**src/rtl/control_sequencer.sv**
```systemverilog
// Multicycle next-state engine for the processor control unit: registered state code,
// halted/illegal-opcode status, and cycle / retired-instruction counters.
module control_sequencer #(
    parameter int         CNT_W       = 32,
    parameter logic [3:0] RESET_STATE = 4'd0
) (
    input  logic             clk,
    input  logic             rst_n,
    input  logic [5:0]       opcode,
    output logic [3:0]       state,
    output logic             halted,
    output logic             illegalOp,
    output logic [CNT_W-1:0] cycleCount,
    output logic [CNT_W-1:0] instrCount
);

    // state                | meaning
    // INSTRUCTION_FETCH    | fetch, IR written at end of cycle
    // REGISTER_FETCH       | register read, opcode class decoded
    // IMMEDIATE_INJECTION2 | load-immediate writeback (terminal)
    // ALU_R3 / ALU_RI3     | ALU execute, register / immediate operand
    // ALU4                 | ALU writeback (terminal)
    // BRANCH3              | branch compare and PC update (terminal)
    // MEMORY_REF3          | address compute, opcode[0] picks load/store
    // LOAD4 / LOAD5        | memory read / register writeback (terminal)
    // STORE4               | memory write (terminal)
    // JUMP3                | PC update (terminal)
    // HALT / ERROR         | absorbing until reset
    typedef enum logic [3:0] {
        INSTRUCTION_FETCH    = 4'd0,
        REGISTER_FETCH       = 4'd1,
        IMMEDIATE_INJECTION2 = 4'd2,
        ALU_R3               = 4'd3,
        ALU_RI3              = 4'd4,
        ALU4                 = 4'd5,
        BRANCH3              = 4'd6,
        MEMORY_REF3          = 4'd7,
        LOAD4                = 4'd8,
        STORE4               = 4'd9,
        LOAD5                = 4'd10,
        JUMP3                = 4'd11,
        HALT                 = 4'd12,
        ERROR                = 4'd13
    } state_t;

    localparam logic [CNT_W-1:0] CNT_ONE = CNT_W'(1);

    state_t           r_state;
    logic             r_halted;
    logic             r_illegal;
    logic [CNT_W-1:0] r_cycle;
    logic [CNT_W-1:0] r_instr;

    state_t w_next;
    logic   w_retire;
    logic   w_stopped;

    always_comb begin
        w_next = ERROR;
        case (r_state)
            INSTRUCTION_FETCH: w_next = REGISTER_FETCH;
            REGISTER_FETCH: begin
                case (opcode[5:4])
                    2'b00: w_next = ALU_R3;
                    2'b01: w_next = ALU_RI3;
                    2'b10: w_next = BRANCH3;
                    default: begin
                        case (opcode[3:0])
                            4'b0000, 4'b0001: w_next = MEMORY_REF3;
                            4'b0010:          w_next = JUMP3;
                            4'b0011:          w_next = IMMEDIATE_INJECTION2;
                            4'b1111:          w_next = HALT;
                            default:          w_next = ERROR;
                        endcase
                    end
                endcase
            end
            ALU_R3, ALU_RI3: w_next = ALU4;
            MEMORY_REF3:     w_next = opcode[0] ? STORE4 : LOAD4;
            LOAD4:           w_next = LOAD5;
            IMMEDIATE_INJECTION2, ALU4, BRANCH3, STORE4, LOAD5, JUMP3:
                             w_next = INSTRUCTION_FETCH;
            HALT:            w_next = HALT;
            default:         w_next = ERROR;
        endcase
    end

    assign w_retire  = (r_state == IMMEDIATE_INJECTION2) || (r_state == ALU4) ||
                       (r_state == BRANCH3) || (r_state == STORE4) ||
                       (r_state == LOAD5) || (r_state == JUMP3);
    // Unreachable codes 14/15 still count as running until they fall into ERROR.
    assign w_stopped = (r_state == HALT) || (r_state == ERROR);

    always_ff @(posedge clk) begin
        if (!rst_n) begin
            r_state   <= state_t'(RESET_STATE);
            r_halted  <= 1'b0;
            r_illegal <= 1'b0;
            r_cycle   <= '0;
            r_instr   <= '0;
        end else begin
            r_state  <= w_next;
            r_halted <= (w_next == HALT);
            if (w_next == ERROR)
                r_illegal <= 1'b1;
            if (!w_stopped)
                r_cycle <= r_cycle + CNT_ONE;
            if (w_retire)
                r_instr <= r_instr + CNT_ONE;
        end
    end

    assign state      = r_state;
    assign halted     = r_halted;
    assign illegalOp  = r_illegal;
    assign cycleCount = r_cycle;
    assign instrCount = r_instr;

endmodule

```
**config.mk**
```make
export PLATFORM = sky130hd
export DESIGN_NAME = control_sequencer
export DESIGN_NICKNAME = d
export VERILOG_FILES = /design/src/rtl/control_sequencer.sv
export SDC_FILE = /design/constraint.sdc
export NUM_CORES = 1
export LEC_CHECK = 0
export CAP_MARGIN = 25
export CORE_MARGIN = 2
export CORE_UTILIZATION = 50
export DETAILED_ROUTE_END_ITERATION = 12
export PLACE_DENSITY = 0.8
export SLEW_MARGIN = 20
export SYNTH_ARGS = -nofsm -noshare
export SYNTH_HDL_FRONTEND = slang
export SYNTH_SLANG_ARGS = --single-unit
export TNS_END_PERCENT = 30
```
**constraint.sdc**
```tcl
create_clock -name clk -period 1.95 [get_ports clk]
set_input_delay 0.39 -clock clk [delete_from_list [all_inputs] [get_ports clk]]
set_output_delay 0.39 -clock clk [all_outputs]
set_load 0.02 [all_outputs]
```
==> run_results.csv, run 1 <==
group,metric,value,unit
sta,max_slew_margin,72.9,%
worst_setup_path,crit_required,1.56,ns
worst_setup_path,ff2ff_setup_slack,0.10,ns
synth,synthesis.nets,405,
power_and_ir_drop,clockPowerShare,38.4,%
drt,detail_route.iter0.violations,155,
synth,post_synth_inst_count,392,
synth,synth_cell_type_count,52,
global_route,overflow_left_after_global_routing,0,
sta,worst_slew_pin_slew,0.405,ns
drt,drc_errors,0,
floorplanning,die-width,86.2,um
sta,hold_slack,0.483,ns
floorplanning,io_pins,78,
drt,dr.pass1.iters,4,
placement,worst_setup_slack_before_clock_tree_synthesis,-0.0395,ns
cells_and_area,areaGrowthSynthToFinish,38.9,%
clock_network,cts_num_sinks,70,
sta,setup_repair_after_global_routing_missed_its_margin,"true",
power_and_ir_drop,p_int,0.00233,W
synth,post_synthesis_area_per_instance,8.62,um^2
global_route,track_usage,22.4,%
drt,antenna_left,0,
synth,ys_top_cells_by_area,"sky130_fd_sc_hd__dfxtp_1 (41%), sky130_fd_sc_hd__xor2_1 (9.3%), sky130_fd_sc_hd__nor2_1 (6.1%), sky130_fd_sc_hd__nand3_1 (4.6%), sky130_fd_sc_hd__nand4_1 (4.4%)",
global_route,largest_net_degree_at_the_start_of_global_routing,31,
synth,syn_area,3380,um^2
floorplanning,initial_core_util,52.3,%
cells_and_area,final_core_util,72.7,%
cells_and_area,num_antenna_cells,0,
clock_network,cts_tree,"built",
sta,setup_ws,0.0697,ns
worst_setup_path,highest_delay_cell_along_the_critical_path,"sky130_fd_sc_hd__clkdlybuf4s50_1",
drt,detailroute.via_count,3235,
worst_setup_path,path_cells,"buf_4 -> clkdlybuf4s50_1",
power_and_ir_drop,power_density,675,nW/um^2
clock_network,tritoncts.num_buffers,9,
synth,synth_top_flop_cell,"sky130_fd_sc_hd__dfxtp_1",
clock_network,holdBufCountCts,0,
run,drv_cap,0,
power_and_ir_drop,power.net_switching,0.000845,W
synth,synth_largest_type_area_fraction,41.5,%
synth,yosys_warnings,0,
sta,setup_tns,0,ns
floorplanning,floorplan.rows,29,
global_route,grt_first_pass_wirelength,13.4,mm
placement,port_buffers,77,
placement,gpl.final_weighted_congestion,0.837,
sta,maxSlewViolCount,0,
worst_setup_path,critical_path.max_stage_delay,0.60,ns
synth,synth.largest_area_cell,"sky130_fd_sc_hd__dfxtp_1",
power_and_ir_drop,power,0.00317,W
placement,dp_hpwl,5.89,mm
global_route,grt_pass1_vias,2923,
sta,period_needed,1.88,ns
clock_network,path_clk_slew,0.08,ns
cells_and_area,final_net_count,516,
sta,timing.fmax,532,MHz
synth,synth.ff_latch_count,70,
worst_setup_path,worst_path_top_cell_family_by_delay,"buffers and inverters",
synth,synth.most_common_cell,"sky130_fd_sc_hd__dfxtp_1",
floorplanning,die-height,86.2,um
cells_and_area,layout-drive-gt1-share,15.0,%
power_and_ir_drop,max-vdd-ir-drop,0.000416,V
worst_setup_path,cp-end-kind,"output pin",
power_and_ir_drop,power.share.sequential,47.8,%
floorplanning,placeable_core_region,6460,um^2
sta,setup_viol,0,
power_and_ir_drop,static-leakage-power,1.76,nW
worst_setup_path,critical_path_peak_fanout,5,
synth,synth_top_cells_by_count,"sky130_fd_sc_hd__dfxtp_1 (70), sky130_fd_sc_hd__nor2_1 (55), sky130_fd_sc_hd__xor2_1 (36)",
min_path,hold_path.class,"register to register",
synth,post_synth_edffs,0,
worst_setup_path,critPathLaunchType,"register",
drt,route.final.wire_length,7.96,mm
status,outcome,"finished, final reports clean",
clock_network,ctsLongestPathBuffers,2,
worst_setup_path,critical_path_class,"register to output pin",
drt,vias_per_cell,5.53,
power_and_ir_drop,p_comb_share,13.7,%
global_route,antenna_violations_before_repair,0,
clock_network,cts.root.buffer_cell,"sky130_fd_sc_hd__clkbuf_8",
worst_setup_path,crit_buf_inv,2,
sta,final.setup_skew,0.0152,ns
synth,synth_async_sr_flop_share,0,%
floorplanning,design.die.area,7440,um^2
sta,final_hold_viol_count,0,
power_and_ir_drop,share_of_total_power_consumed_by_net_switching,26.7,%
sta,final.period_utilization,96.4,%
synth,synth.yosys.seq_area_share,41.5,%
clock_network,clock_latency,0.35,ns
worst_setup_path,arrival,1.49,ns
drt,post_drt_wl_per_cell,13.6,um
clock_network,cts_htree_levels,3,
[power by group through the flow]
stage	registers, W	clock network, W	logic [W]
final	0.00152	0.00122	0.000436
after global routing	0.00152	0.00131	0.000479
after CTS	0.00151	0.00125	0.000437
after detailed placement	0.00154	0	0.000438
after global placement	0.00154	0	0.000429
after floorplan	0.00157	0	0.000242
[per-stage QoR]
| stage | instance area (um^2) | instances |
|---|---|---|
| floorplan | 3390 | 392 |
| global placement | 4460 | 568 |
| detailed placement | 4460 | 568 |
| CTS | 4670 | 584 |
| global route | 4690 | 585 |
| finish | 4690 | 585 |
[final timing paths]
path	from	to	cells after the start
worst min-delay path	illegalOp$_SDFFE_PN0N_	illegalOp$_SDFFE_PN0N_	1
worst max register to register	instrCount[0]$_SDFFE_PN0P_	instrCount[18]$_SDFFE_PN0P_	6
worst min register to register	illegalOp$_SDFFE_PN0N_	illegalOp$_SDFFE_PN0N_	1
worst max-delay path	instrCount[3]$_SDFFE_PN0P_	instrCount[3]	2
[kinds of logic (layout without fill, tap and decap cells)]
group | after synthesis | count (layout) | synth area share, %
buffers and inverters | 23 | 139 | 3.52
AO/OA/AOI/OAI | 55 | 55 | 10.3
XOR/XNOR | 44 | 44 | 11.4
AND/OR/NAND/NOR | 193 | 193 | 30.9
multiplexers | 2 | 2 | 0.592
adder cells (fa/ha/maj) | 5 | 5 | 1.85
flip-flops | 70 | 70 | 41.5
[layout by cell type (no fill, tap or decap), types with 2 or more instances in the layout]
cell type	instances
sky130_fd_sc_hd__clkdlybuf4s50_1	73
sky130_fd_sc_hd__dfxtp_1	65
sky130_fd_sc_hd__nor2_1	55
sky130_fd_sc_hd__buf_4	37
sky130_fd_sc_hd__xor2_1	36
sky130_fd_sc_hd__nand3_1	31
sky130_fd_sc_hd__nand2_1	24
sky130_fd_sc_hd__nand4_1	24
sky130_fd_sc_hd__o21ai_0	20
sky130_fd_sc_hd__a21oi_1	19
sky130_fd_sc_hd__or3_1	11
sky130_fd_sc_hd__clkbuf_8	11
sky130_fd_sc_hd__and3_1	10
sky130_fd_sc_hd__xnor2_1	8
sky130_fd_sc_hd__inv_1	7
sky130_fd_sc_hd__and4_1	6
sky130_fd_sc_hd__and2_1	5
sky130_fd_sc_hd__ha_1	5
sky130_fd_sc_hd__dfxtp_2	5
sky130_fd_sc_hd__nor3_1	4
sky130_fd_sc_hd__o31ai_1	3
sky130_fd_sc_hd__nor4_1	3
sky130_fd_sc_hd__nor2b_1	3
sky130_fd_sc_hd__a211oi_4	2
sky130_fd_sc_hd__or3_2	2
sky130_fd_sc_hd__and3_2	2
sky130_fd_sc_hd__mux2i_1	2
sky130_fd_sc_hd__o311ai_0	2
sky130_fd_sc_hd__or4_1	2
sky130_fd_sc_hd__or2_2	2
sky130_fd_sc_hd__clkinvlp_4	2
sky130_fd_sc_hd__dlymetal6s2s_1	2
sky130_fd_sc_hd__dlygate4sd2_1	2
[layout make-up]
class,count,area [um^2]
Multi-Input combinational cell,299,1880
Fill cell,500,1760
Sequential cell,70,1410
Timing Repair Buffer,115,1070
Clock buffer,12,155
Tap cell,77,96.3
Clock inverter,4,53.8
Inverter,8,30.0
[registers in the layout (all words and copies together), names as in the netlist]
signal,cells
instrCount,32
cycleCount,32
state,4
halted,1
illegalOp,1
[layer usage]
layer	routed length [um]	global-route usage (%)
met2	3860	35.1
met5	0	0
met4	79	9.94
met1	3660	30.5
met3	347	3.90
[timing repair]
action | CTS | global route
endpoints found under the setup margin | 4 | 10
buffers inserted | 0 | 1
pin swaps | 0 | 2
resized for setup | 4 | 7
cloned | 0 | 0
hold endpoints to repair | 0 | 0
[worst reg2reg max path, stage by stage, from the launching register on]
cell and delay, ns:
sky130_fd_sc_hd__dfxtp_2 0.36, sky130_fd_sc_hd__ha_1 0.19, sky130_fd_sc_hd__nand2_1 0.10, sky130_fd_sc_hd__a211oi_4 0.33
sky130_fd_sc_hd__nand3_4 0.15, sky130_fd_sc_hd__or4_1 0.52, sky130_fd_sc_hd__a21oi_1 0.15
No activity file was read; power rests on OpenSTA's default activity.
==> inputs of run 2 (changes only) <==
Settings changed: SETUP_SLACK_MARGIN set to 0.05.
==> run_results.csv, run 2 (same netlist as run 1, synthesis figures left out) <==
group,metric,value,unit
status,outcome,"finished, final reports clean",
drt,wl_met3,374,um
min_path,hold_path.class,"register to register",
worst_setup_path,crit_end,"instrCount[18]$_SDFFE_PN0P_",
worst_setup_path,rr_startpoint,"instrCount[0]$_SDFFE_PN0P_",
sta,setup_repair_after_global_routing_missed_its_margin,"true",
sta,final_hold_viol_count,0,
drt,detail_route.iter0.violations,102,
placement,placed_cells_incl_taps,569,
clock_network,cts_htree_levels,3,
clock_network,clock_latency,0.34,ns
cells_and_area,final_area,4670,um^2
global_route,grt_pass1_vias,2907,
sta,max_slew_margin,73.6,%
placement,gpl.final_weighted_congestion,0.869,
cells_and_area,final_net_count,516,
sta,maxSlewViolCount,0,
worst_setup_path,critical_path_class,"register to register",
power_and_ir_drop,p_comb_share,15.2,%
worst_setup_path,arrival,2.12,ns
power_and_ir_drop,share_of_total_power_consumed_by_net_switching,27.9,%
run,drv_cap,0,
drt,dr.pass1.iters,4,
drt,route.final.wire_length,8.03,mm
floorplanning,design.die.area,7440,um^2
sta,final.setup_skew,0.0106,ns
sta,period_needed,1.85,ns
cells_and_area,final_core_util,72.3,%
global_route,overflow_left_after_global_routing,0,
power_and_ir_drop,static-leakage-power,1.76,nW
floorplanning,initial_core_util,52.3,%
drt,post_drt_wl_per_cell,13.8,um
worst_setup_path,crit_required,2.22,ns
cells_and_area,fillers,513,
cells_and_area,layout_commonest_cell,"sky130_fd_sc_hd__clkdlybuf4s50_1",
floorplanning,floorplan.rows,29,
clock_network,cts_num_sinks,70,
placement,dp_hpwl,6.02,mm
sta,hold_slack,0.484,ns
placement,detailed_place.area,4470,um^2
clock_network,tritoncts.num_buffers,9,
cells_and_area,layout_common_cells,"sky130_fd_sc_hd__clkdlybuf4s50_1 (73), sky130_fd_sc_hd__dfxtp_1 (63), sky130_fd_sc_hd__nor2_1 (55)",
clock_network,path_clk_slew,0.07,ns
drt,antenna_left,0,
sta,worst_slew_pin_slew,0.394,ns
clock_network,cts_tree,"built",
sta,timing.fmax,540,MHz
worst_setup_path,ff2ff_setup_slack,0.1,ns
sta,setup_tns,0,ns
global_route,largest_net_degree_at_the_start_of_global_routing,38,
global_route,track_usage,22.2,%
sta,setup_viol,0,
power_and_ir_drop,power.share.sequential,51.1,%
worst_setup_path,critical_path_peak_fanout,7,
floorplanning,die-height,86.2,um
clock_network,holdBufCountCts,0,
floorplanning,placeable_core_region,6460,um^2
power_and_ir_drop,max-vdd-ir-drop,0.000432,V
worst_setup_path,r2r_end,"instrCount[18]$_SDFFE_PN0P_",
floorplanning,io_pins,78,
drt,vias_per_cell,5.51,
cells_and_area,stdcell_count,583,
worst_setup_path,cp-end-kind,"register",
power_and_ir_drop,clockPowerShare,33.7,%
worst_setup_path,critPathLaunchType,"register",
drt,topRoutingLayerUsed,"met4",
cells_and_area,layout-drive-gt1-share,15.4,%
drt,wire_length_on_met1,3.76,mm
clock_network,ctsLongestPathBuffers,2,
power_and_ir_drop,power_density,637,nW/um^2
cells_and_area,num_antenna_cells,0,
drt,drc_errors,0,
clock_network,cts.root.buffer_cell,"sky130_fd_sc_hd__clkbuf_8",
power_and_ir_drop,p_int,0.00215,W
worst_setup_path,worstRegToRegCells,6,
sta,final.period_utilization,95.0,%
global_route,antenna_violations_before_repair,0,
power_and_ir_drop,power.net_switching,0.000828,W
worst_setup_path,setup.worst_path.start,"instrCount[0]$_SDFFE_PN0P_",
drt,detailroute.via_count,3212,
cells_and_area,areaGrowthSynthToFinish,38.1,%
placement,port_buffers,77,
drt,met2_length,3.78,mm
global_route,grt_first_pass_wirelength,13.1,mm
floorplanning,die-width,86.2,um
==> run 2: worst max-delay path: stages, from the launching register on <==
cell and delay, ns:
sky130_fd_sc_hd__dfxtp_2 0.36, sky130_fd_sc_hd__ha_1 0.20, sky130_fd_sc_hd__nand2_1 0.11, sky130_fd_sc_hd__a211oi_4 0.29
sky130_fd_sc_hd__nand3_4 0.15, sky130_fd_sc_hd__or4_1 0.52, sky130_fd_sc_hd__a21oi_1 0.16
==> run 2: metrics by stage <==
step	setup slack [ns]	total power [W]
after floorplan	0.0493	0.00181
after global placement	0.0213	0.00198
after detailed placement	-0.0302	0.00199
after CTS	0.0329	0.00298
after global routing	0.00430	0.00310
final	0.0978	0.00297
==> run 2: power groups by stage <==
stage	combinational [W]	sequential [W]	clock (W)
4_1_cts	0.000443	0.00152	0.00102
2_1_floorplan	0.000242	0.00157	0
6_report	0.000451	0.00152	0.00100
5_1_grt	0.000493	0.00153	0.00108
3_5_place_dp	0.000440	0.00155	0
3_3_place_gp	0.000431	0.00155	0
==> run 2: worst min path at each step <==
stage / from / to / slack, ns / cells after the start
final: illegalOp$_SDFFE_PN0N_ / illegalOp$_SDFFE_PN0N_ / 0.48 / 1
after CTS: illegalOp$_SDFFE_PN0N_ / illegalOp$_SDFFE_PN0N_ / 0.49 / 1
after detailed placement: illegalOp$_SDFFE_PN0N_ / illegalOp$_SDFFE_PN0N_ / 0.46 / 1
after floorplan: rst_n / cycleCount[7]$_SDFFE_PN0N_ / 0.51 / 1
after global placement: cycleCount[31]$_SDFFE_PN0N_ / cycleCount[31]$_SDFFE_PN0N_ / 0.46 / 2
after global routing: illegalOp$_SDFFE_PN0N_ / illegalOp$_SDFFE_PN0N_ / 0.52 / 1
==> run 2: metal layers <==
metal / up-vias / global-route usage (%)
met2: 78 / 35.7
li1: 1613 / -
met3: 10 / 6.19
met4: 0 / 8.38
met5: - / 0
met1: 1511 / 28.6
==> run 2: area by class of cell <==
| class | instances | area (um^2) | share of cell area, % |
|---|---|---|---|
| multi-input cells | 299 | 1890 | 40.6 |
| inverters | 8 | 30.0 | 0.643 |
| clock inverters | 4 | 25.0 | 0.536 |
| clock buffers | 10 | 138 | 2.95 |
| flip-flops and latches | 70 | 1410 | 30.2 |
| repair buffers | 115 | 1070 | 23.0 |
| well taps | 77 | 96.3 | 2.06 |
==> run 2: what timing repair did <==
action	CTS	global route
endpoints found under the setup margin	2	19
hold endpoints to repair	0	0
buffers inserted	0	0
gates cloned	0	0
gates resized for setup	2	10
pin swaps	0	1
